===== src/rtl/exmem_rcache.sv =====
// Direct-mapped, write-through, no-write-allocate read cache in front of the user-area memory controller.
// state  | meaning: IDLE lookup/issue, MEM_RD miss fill wait, MEM_WR write-through wait, RESP ack cycle
module exmem_rcache #(
   parameter logic [7:0] ADR_HI  = 8'h38,
   parameter int         IDX_W   = 4,
   parameter int         TIMEOUT = 64
) (
   input  logic        wb_clk_i,
   input  logic        wb_rst_n_i,
   input  logic        wbs_cyc_i,
   input  logic        wbs_stb_i,
   input  logic        wbs_we_i,
   input  logic [3:0]  wbs_sel_i,
   input  logic [31:0] wbs_adr_i,
   input  logic [31:0] wbs_dat_i,
   output logic        wbs_ack_o,
   output logic [31:0] wbs_dat_o,
   output logic        mem_valid_o,
   output logic        mem_we_o,
   output logic [3:0]  mem_sel_o,
   output logic [31:0] mem_adr_o,
   output logic [31:0] mem_dat_o,
   input  logic        mem_ack_i,
   input  logic [31:0] mem_dat_i,
   input  logic        flush_i,
   output logic        timeout_o,
   output logic [15:0] hit_cnt_o,
   output logic [15:0] miss_cnt_o
);
   localparam int LINES = 2**IDX_W;
   localparam int TAG_W = 22 - IDX_W;
   localparam int WD_W  = $clog2(TIMEOUT + 1);

   typedef enum logic [1:0] {IDLE, MEM_RD, MEM_WR, RESP} state_t;
   state_t state, state_nxt;

   logic [LINES-1:0] valid, valid_nxt;
   logic [TAG_W-1:0] tag_arr [LINES];
   logic [31:0]      data_arr [LINES];

   logic             req, hit, fill_en, merge_en, go_idle;
   logic             abort, abort_nxt, flush_pend, flush_pend_nxt;
   logic [IDX_W-1:0] idx, mem_idx;
   logic [TAG_W-1:0] tag, mem_tag;
   logic [WD_W-1:0]  wd, wd_nxt;
   logic             ack_nxt, mem_valid_nxt, mem_we_nxt, timeout_nxt;
   logic [31:0]      dat_nxt, mem_adr_nxt, mem_dat_nxt;
   logic [3:0]       mem_sel_nxt;
   logic [15:0]      hit_cnt_nxt, miss_cnt_nxt;

   assign idx     = wbs_adr_i[IDX_W+1:2];
   assign tag     = wbs_adr_i[23:IDX_W+2];
   assign mem_idx = mem_adr_o[IDX_W+1:2];
   assign mem_tag = mem_adr_o[23:IDX_W+2];
   assign req     = wbs_cyc_i & wbs_stb_i & (wbs_adr_i[31:24] == ADR_HI);
   // a flush in the lookup cycle forces a miss
   assign hit     = valid[idx] & (tag_arr[idx] == tag) & ~flush_i;

   always_comb begin
      state_nxt      = state;
      valid_nxt      = valid;
      ack_nxt        = 1'b0;
      dat_nxt        = '0;
      mem_valid_nxt  = mem_valid_o;
      mem_we_nxt     = mem_we_o;
      mem_sel_nxt    = mem_sel_o;
      mem_adr_nxt    = mem_adr_o;
      mem_dat_nxt    = mem_dat_o;
      timeout_nxt    = timeout_o;
      hit_cnt_nxt    = hit_cnt_o;
      miss_cnt_nxt   = miss_cnt_o;
      wd_nxt         = wd;
      abort_nxt      = abort | ~(wbs_cyc_i & wbs_stb_i);
      flush_pend_nxt = flush_pend | flush_i;
      fill_en        = 1'b0;
      merge_en       = 1'b0;
      go_idle        = 1'b0;
      case (state)
         IDLE: begin
            flush_pend_nxt = 1'b0;
            abort_nxt      = 1'b0;
            if (flush_i) begin
               valid_nxt   = '0;
               timeout_nxt = 1'b0;
            end
            if (req) begin
               wd_nxt      = WD_W'(TIMEOUT - 1);
               mem_adr_nxt = wbs_adr_i;
               if (!wbs_we_i && hit) begin
                  ack_nxt   = 1'b1;
                  dat_nxt   = data_arr[idx];
                  state_nxt = RESP;
                  if (hit_cnt_o != 16'hFFFF) hit_cnt_nxt = hit_cnt_o + 16'd1;
               end else if (!wbs_we_i) begin
                  mem_valid_nxt = 1'b1;
                  mem_we_nxt    = 1'b0;
                  mem_sel_nxt   = 4'hF;
                  mem_dat_nxt   = '0;
                  state_nxt     = MEM_RD;
                  if (miss_cnt_o != 16'hFFFF) miss_cnt_nxt = miss_cnt_o + 16'd1;
               end else begin
                  mem_valid_nxt = 1'b1;
                  mem_we_nxt    = 1'b1;
                  mem_sel_nxt   = wbs_sel_i;
                  mem_dat_nxt   = wbs_dat_i;
                  merge_en      = hit;
                  state_nxt     = MEM_WR;
               end
            end
         end
         MEM_RD, MEM_WR: begin
            if (mem_ack_i) begin
               mem_valid_nxt = 1'b0;
               fill_en       = (state == MEM_RD) & ~flush_pend_nxt;
               if (fill_en) valid_nxt[mem_idx] = 1'b1;
               dat_nxt = (state == MEM_RD) ? mem_dat_i : 32'h0;
            end else if (wd == '0) begin
               mem_valid_nxt = 1'b0;
               timeout_nxt   = 1'b1;
               dat_nxt       = (state == MEM_RD) ? 32'hDEAD_BEEF : 32'h0;
            end else begin
               wd_nxt = wd - 1'b1;
            end
            if (mem_ack_i || wd == '0) begin
               if (abort_nxt) begin
                  dat_nxt   = '0;
                  go_idle   = 1'b1;
                  state_nxt = IDLE;
               end else begin
                  ack_nxt   = 1'b1;
                  state_nxt = RESP;
               end
            end
         end
         RESP: begin
            go_idle   = 1'b1;
            state_nxt = IDLE;
         end
         default: state_nxt = IDLE;
      endcase
      // flushes seen while busy take effect as the FSM returns to IDLE
      if (go_idle && flush_pend_nxt) begin
         valid_nxt      = '0;
         timeout_nxt    = 1'b0;
         flush_pend_nxt = 1'b0;
      end
   end

   always_ff @(posedge wb_clk_i or negedge wb_rst_n_i) begin
      if (!wb_rst_n_i) begin
         state       <= IDLE;
         valid       <= '0;
         wbs_ack_o   <= 1'b0;
         wbs_dat_o   <= '0;
         mem_valid_o <= 1'b0;
         mem_we_o    <= 1'b0;
         mem_sel_o   <= '0;
         mem_adr_o   <= '0;
         mem_dat_o   <= '0;
         timeout_o   <= 1'b0;
         hit_cnt_o   <= '0;
         miss_cnt_o  <= '0;
         wd          <= '0;
         abort       <= 1'b0;
         flush_pend  <= 1'b0;
      end else begin
         state       <= state_nxt;
         valid       <= valid_nxt;
         wbs_ack_o   <= ack_nxt;
         wbs_dat_o   <= dat_nxt;
         mem_valid_o <= mem_valid_nxt;
         mem_we_o    <= mem_we_nxt;
         mem_sel_o   <= mem_sel_nxt;
         mem_adr_o   <= mem_adr_nxt;
         mem_dat_o   <= mem_dat_nxt;
         timeout_o   <= timeout_nxt;
         hit_cnt_o   <= hit_cnt_nxt;
         miss_cnt_o  <= miss_cnt_nxt;
         wd          <= wd_nxt;
         abort       <= abort_nxt;
         flush_pend  <= flush_pend_nxt;
      end
   end

   // tag/data storage has no reset; the valid bits qualify it
   always_ff @(posedge wb_clk_i) begin
      if (fill_en) begin
         tag_arr[mem_idx]  <= mem_tag;
         data_arr[mem_idx] <= mem_dat_i;
      end
      if (merge_en) begin
         for (int b = 0; b < 4; b++) begin
            if (wbs_sel_i[b]) data_arr[idx][8*b +: 8] <= wbs_dat_i[8*b +: 8];
         end
      end
   end
endmodule


===== config.mk =====
export PLATFORM = sky130hd
export DESIGN_NAME = exmem_rcache
export DESIGN_NICKNAME = d
export VERILOG_FILES = /design/src/rtl/exmem_rcache.sv
export SDC_FILE = /design/constraint.sdc
export NUM_CORES = 1
export LEC_CHECK = 0
export ABC_AREA = 0
export BUFFER_PORTS_ARGS = -buffer_cell sky130_fd_sc_hd__buf_2
export CORE_MARGIN = 5
export CORE_UTILIZATION = 40
export DETAILED_ROUTE_END_ITERATION = 10
export GPL_TIMING_DRIVEN = 0
export SYNTH_ARGS = -nofsm -noshare
export SYNTH_HDL_FRONTEND = slang
export SYNTH_SLANG_ARGS = --single-unit

===== constraint.sdc =====
create_clock -name wb_clk_i -period 4.3 [get_ports wb_clk_i]
set_clock_uncertainty 0.05 [all_clocks]
set_input_delay 0.215 -clock wb_clk_i [delete_from_list [all_inputs] [get_ports wb_clk_i]]
set_output_delay 0.215 -clock wb_clk_i [all_outputs]
set_load 0.005 [all_outputs]

==> impl_metrics.json, run 1 <==
{
  "ys_seq_area_share_pct": 72.0,
  "yosys-top-cells-count": "edfxtp_1, mux4_2, nand2_1",
  "slew_violations": 0,
  "synthFlopType": "edfxtp_1",
  "overflow": 0,
  "async_reset_ff_share_pct": 16.9,
  "total_power_mw": 20.5,
  "syn-cell-area_um2": 39000,
  "slew_headroom_pct": 9.23,
  "hold_path.class": "in2reg",
  "grt_pass1_vias": 22500,
  "post-route-period-util_pct": 98.4,
  "ir_drop_mv": 0.296,
  "wirelength_mm": 116,
  "synthDistinctLibCells": 71,
  "p_clk_share_pct": 42.1,
  "fill_cells": 8101,
  "grt_use_total_pct": 21.9,
  "yosys-top-cells-area": "edfxtp_1, mux4_2, dfrtp_1",
  "antenna_found_initial": 2,
  "outcome": "completed",
  "worstSetupPathType": "in2reg",
  "r2r_cells": 8,
  "drc": 0,
  "cp_data_arrival_time_ns": 4.53,
  "p_leak_nw": 17.3,
  "crit_end": "data_arr[3][29]",
  "postLayoutCoreUtil_pct": 48.3,
  "root_buffer": "clkbuf_16",
  "ant_nets": 0,
  "tritoncts": "built",
  "p_int_mw": 15.7,
  "yosysTopAreaCell": "edfxtp_1",
  "p_seq_share_pct": 50.2,
  "gp_congestion": 0.914,
  "area_growth_pct": 19.7,
  "avgViaCountPerCell": 5.73,
  "dp_hpwl_mm": 76.2,
  "wl_per_cell_um": 29.4,
  "reg2reg_slack_ns": 0.10,
  "cp-end-kind": "flop",
  "cp-startpoint": "wbs_adr_i[5]",
  "rows": 114,
  "firstDrtPassIters": 6,
  "grt_pass1_wl_mm": 163,
  "setup-violations-final": 0,
  "stdcell_area_um2": 46700,
  "die_h_um": 322,
  "hold_violations": 0,
  "start_util_pct": 40.3,
  "max_freq_ghz": 0.236,
  "critPathLaunchType": "input port",
  "postSynthAreaPerCell_um2": 18.3,
  "rsz0062_at_grt": "true",
  "synth_edf_count": 800,
  "placed_area_um2": 42000,
  "power_density_nw_per_um2": 439,
  "die_area_um2": 104000,
  "cap_violations": 0,
  "tightestPinTransition_ns": 1.35,
  "clockBufferDepth": 3,
  "worstPathRequired_ns": 4.60,
  "grt_max_degree": 96,
  "cts.sinks": 963,
  "ys_seq_elements": 963,
  "syn_nets": 2247,
  "path_clk_slew_ns": 0.06,
  "worstSkewPairLatency_ns": 0.70,
  "drive_gt1_share_pct": 31.2,
  "synth_cells": 2134,
  "post-route-min-period_ns": 4.23,
  "final_nets": 2685,
  "numCtsBuffers": 100,
  "setup_tns_ns": 0,
  "synth_most_common_cell": "edfxtp_1",
  "swShare_pct": 23.3,
  "r2r-end": "wbs_dat_o[23]",
  "power.switching_mw": 4.78,
  "reg2reg_from": "state[0]",
  "coreArea_um2": 96700,
  "portBuffers": 235,
  "synthDominantCellAreaShare_pct": 61.6,
  "io_pins": 243,
  "combPwrFrac_pct": 7.7,
  "drt_iter0_markers": 2365,
  "ys_warn_count": 0,
  "vias": 22500,
  "htreeDepth": 3,
  "critPathMaxFanout": 10,
  "die_w_um": 322
}
-- placed cells by master (no fill, tap or decap), types with 35 or more instances in the layout --
cell type and count:
a21oi_1 35, clkbuf_16 100, nor2_1 87, nand3_1 81, buf_2 257, dfrtp_1 163, nand2_1 113, dlygate4sd3_1 86
a22o_1 40, mux4_2 219, mux2i_1 41, clkbuf_1 71, edfxtp_1 800
-- flip-flops by register name (all words and copies together) (netlist names) --
register / cells
data_arr: 512
state: 2
mem_we_o: 1
wbs_ack_o: 1
hit_cnt_o: 16
timeout_o: 1
mem_valid_o: 1
miss_cnt_o: 16
wbs_dat_o: 32
tag_arr: 288
wd: 7
flush_pend: 1
mem_adr_o: 32
mem_sel_o: 4
abort: 1
valid: 16
mem_dat_o: 32
-- worst max-delay path, stage by stage --
cell and delay (ns):
buf_2 0.11, clkbuf_1 0.41, clkdlybuf4s15_1 1.07, mux4_2 0.67, xnor2_1 0.22, nand4_1 0.13
nor4b_2 0.30, nand4b_1 0.14, buf_4 0.18, buf_4 0.20, buf_2 0.23, nand3_1 0.31
nand2_2 0.32
-- kinds of logic after synthesis --
family	Yosys count	share of synthesized area (%)
AOI/OAI and AO/OA	186	3.57
buffers and inverters	141	2.00
adders and majority gates	6	0.192
DFF	963	72.0
xor gates and xnor gates	49	1.10
muxes	300	15.1
and+or+nand+nor	489	6.02
-- worst min path at each step --
stage | startpoint | end | slack (ns) | cells after the start
global route | mem_dat_i[21] | wbs_dat_o[21] | 0.03 | 3
CTS | mem_dat_i[21] | wbs_dat_o[21] | 0.005 | 3
detailed placement | wb_rst_n_i | mem_adr_o[17] | 0.19 | 1
global placement | wbs_adr_i[0] | mem_adr_o[0] | 0.37 | 3
finish | mem_dat_i[21] | wbs_dat_o[21] | 0.01 | 3
floorplan | wb_rst_n_i | abort | -0.13 | 0
-- layer usage --
metal / share of wire, % / up-vias / GRT usage [%] / wire length, um
li1: - / 9403 / - / -
met1: 42 / 12000 / 31.2 / 48500
met2: 47 / 985 / 34.3 / 53900
met3: 8.8 / 177 / 5.42 / 10200
met4: 2.7 / 2 / 5.88 / 3140
met5: 0.0060 / - / 0 / 7
-- cell type report --
class | count | area, um^2 | share of cell area, %
diodes | 1 | 2.50 | 0.00536
plain buffers | 118 | 726 | 1.55
clock buffers | 140 | 2830 | 6.07
clock inverters | 48 | 482 | 1.03
inverters | 23 | 86.3 | 0.185
multi-input cells | 1030 | 10600 | 22.6
flip-flops and latches | 963 | 28100 | 60.2
well taps | 1276 | 1600 | 3.42
repair buffers | 336 | 2290 | 4.90
-- power groups by stage --
| stage | combinational (mW) | clock (mW) | sequential, mW |
|---|---|---|---|
| finish | 1.57 | 8.63 | 10.3 |
| global route | 1.68 | 9.16 | 10.3 |
| CTS | 1.55 | 8.76 | 10.3 |
| detailed placement | 1.48 | 0 | 10.5 |
| global placement | 1.42 | 0 | 10.5 |
| floorplan | 0.881 | 0 | 10.5 |
-- repair_timing --
action | 4_1_cts | 5_1_grt
endpoints found under the hold margin | 270 | 0
buffers inserted | 7 | 3
pin swaps | 3 | 2
resized for setup | 68 | 66
setup endpoints to repair | 1093 | 628
hold buffers | 86 | 0
-- per-stage QoR --
stage,worst slack (ns),hold slack (ns),cells
6_report,0.0696,0.0130,3935
5_1_grt,-0.0573,0.0316,3934
4_1_cts,0.0000839,0.00492,3931
3_5_place_dp,-2.03,0.190,3650
3_3_place_gp,-1.97,0.372,3645
2_1_floorplan,0.568,-0.131,2134
No activity file was read; power rests on OpenSTA's default activity.
==> inputs of run 2 (changes only) <==
--- a/config.mk
+++ b/config.mk
@@ -6,11 +6,12 @@
 export NUM_CORES = 1
 export LEC_CHECK = 0
 export ABC_AREA = 0
-export BUFFER_PORTS_ARGS = -buffer_cell sky130_fd_sc_hd__buf_2
 export CORE_MARGIN = 5
 export CORE_UTILIZATION = 40
 export DETAILED_ROUTE_END_ITERATION = 10
+export DONT_BUFFER_PORTS = 1
 export GPL_TIMING_DRIVEN = 0
+export RECOVER_POWER = 50
 export SYNTH_ARGS = -nofsm -noshare
 export SYNTH_HDL_FRONTEND = slang
 export SYNTH_SLANG_ARGS = --single-unit
==> constraint.sdc (replaced) <==
create_clock -name wb_clk_i -period 4.3 [get_ports wb_clk_i]
set_clock_uncertainty 0.05 [all_clocks]
set_input_delay 0.86 -clock wb_clk_i [delete_from_list [all_inputs] [get_ports wb_clk_i]]
set_output_delay 0.86 -clock wb_clk_i [all_outputs]
set_load 0.005 [all_outputs]
==> impl_metrics.json, run 2 (synthesis results as in run 1) <==
{
  "p_leak_nw": 16.0,
  "gp_congestion": 0.908,
  "htreeDepth": 3,
  "worstSkewPairLatency_ns": 0.69,
  "hold_violations": 163,
  "cts.sinks": 963,
  "layout_setup_ws_ns": 0.0940,
  "holdWs_ns": -0.165,
  "final_cells": 3641,
  "postLayoutCoreUtil_pct": 46.6,
  "avgViaCountPerCell": 5.95,
  "cp_data_arrival_time_ns": 4.52,
  "die_h_um": 322,
  "wl_per_cell_um": 31.8,
  "hold_path.class": "in2async",
  "worstSetupPathType": "in2reg",
  "tightestPinTransition_ns": 2.45,
  "cpMostUsedCell": "buf_4",
  "slew_headroom_pct": -64.0,
  "grt_use_total_pct": 22.0,
  "cp_cell_sequence": "buf_2, buf_6, buf_6, buf_4, buf_6, mux4_2, a22oi_2, a21oi_1, nor4_4, buf_4, nor3b_4, nand4b_1, buf_4, buf_4, buf_2, mux2_2",
  "coreArea_um2": 96700,
  "critPathLaunchType": "input port",
  "firstDrtPassIters": 5,
  "violations": "negative hold slack, max-capacitance violations, max-slew violations",
  "numCtsBuffers": 101,
  "vias": 21700,
  "layout_common_cells": "edfxtp_1, mux4_2, dfrtp_1, nand2_1, clkbuf_16",
  "largest_register_ffs": 512,
  "tritoncts": "built",
  "io_pins": 243,
  "max_freq_ghz": 0.238,
  "power_density_nw_per_um2": 447,
  "drc": 0,
  "wirelength_mm": 116,
  "cp-startpoint": "wbs_adr_i[3]",
  "final_nets": 2378,
  "largestRegisters": "data_arr (512), tag_arr (288)",
  "portBuffers": 0,
  "place_inst": 3412,
  "regMostFlops": "data_arr",
  "path_clk_slew_ns": 0.06,
  "grt_max_degree": 164,
  "root_buffer": "clkbuf_16",
  "cp-end-kind": "flop",
  "critPathMaxStageDelay_ns": 0.45,
  "pre_cts_ws_ns": -2.49,
  "grt_pass1_wl_mm": 163,
  "setup-violations-final": 0,
  "rsz0062_at_grt": "false",
  "worstPathRequired_ns": 4.62,
  "cp_num_buf_inv": 9,
  "drt_iter0_markers": 2545,
  "ir_drop_mv": 0.356,
  "slew_violations": 228,
  "rows": 114,
  "antenna_found_initial": 10,
  "clockBufferDepth": 3,
  "crit_path_top_delay_cell": "mux2_2",
  "path_depth": 16,
  "cap_violations": 13,
  "r2r-end": "wbs_dat_o[21]",
  "reg2reg_from": "state[1]",
  "die_w_um": 322,
  "area_growth_pct": 15.5,
  "outcome": "complete, but fails checks",
  "drive_gt1_share_pct": 26.1,
  "crit_end": "data_arr[2][8]",
  "mostFrequentLayoutCell": "edfxtp_1",
  "post-route-min-period_ns": 4.21,
  "start_util_pct": 40.3,
  "grt_pass1_vias": 21700,
  "dp_hpwl_mm": 75.7,
  "reg2reg_slack_ns": 0.14,
  "ant_nets": 0,
  "r2r_cells": 8,
  "overflow": 0,
  "crit_family": "buffers and inverters",
  "critPathMaxFanout": 16,
  "post-route-period-util_pct": 97.8,
  "die_area_um2": 104000
}
[run 2: worst reg2reg max path: cells and delay by family, from the launching register on]
family	cells	cell delay (ns)
adder cells (fa/ha/maj)	1	0.37
AO/OA/AOI/OAI	1	0.56
AND/OR/NAND/NOR	3	0.97
buffers and inverters	3	1.69
flip-flops	1	0.39
[run 2: how the worst min path moves through the flow]
stage	startpoint	endpoint	slack, ns	cells after the start
detailed placement	valid[7]	valid[7]	0.43	2
floorplan	valid[13]	valid[13]	0.41	2
finish	wb_rst_n_i	mem_dat_o[2]	-0.17	0
global placement	valid[2]	valid[2]	0.42	2
global route	wb_rst_n_i	mem_dat_o[1]	-0.19	0
CTS	wb_rst_n_i	wbs_dat_o[22]	-0.21	0
[run 2: timing repair]
item / 4_1_cts / 5_1_grt
endpoints found under the hold margin: 163 / 163
pin swaps: 9 / 6
resized for setup: 147 / 32
endpoints found under the setup margin: 1129 / 976
buffers inserted: 19 / 8
[run 2: metrics by stage]
stage / hold slack [ns] / TNS [ns] / power [mW] / area (um^2)
5_1_grt: -0.194 / 0 / 20.8 / 45000
3_5_place_dp: 0.433 / -2289.42 / 11.8 / 40900
6_report: -0.165 / 0 / 20.1 / 45100
4_1_cts: -0.213 / -0.296 / 20.3 / 44900
2_1_floorplan: 0.407 / -0.412 / 11.3 / 39100
3_3_place_gp: 0.424 / -2269.71 / 11.8 / 40700
[run 2: report_power, final]
group          switching [mW]  internal (mW)
Clock                    3.65           4.79
Combinational           0.912          0.484
Sequential             0.0900           10.2
[run 2: final cells by class]
class | instances | area [um^2]
Multi-Input combinational cell | 1030 | 10900
Antenna cell | 14 | 35.0
Buffer | 116 | 801
Inverter | 23 | 86.3
Clock inverter | 46 | 409
Clock buffer | 143 | 2800
Tap cell | 1276 | 1600
Sequential cell | 963 | 28100
Fill cell | 8125 | 51700
Timing Repair Buffer | 30 | 308
[run 2: layer usage]
| layer | GRT usage [%] | vias to the layer above | share of wire [%] |
|---|---|---|---|
| li1 | - | 8803 | - |
| met1 | 30.7 | 11600 | 40 |
| met2 | 33.8 | 1096 | 46 |
| met3 | 6.82 | 165 | 10 |
| met4 | 6.45 | 4 | 2.9 |
| met5 | 0 | - | 0.030 |
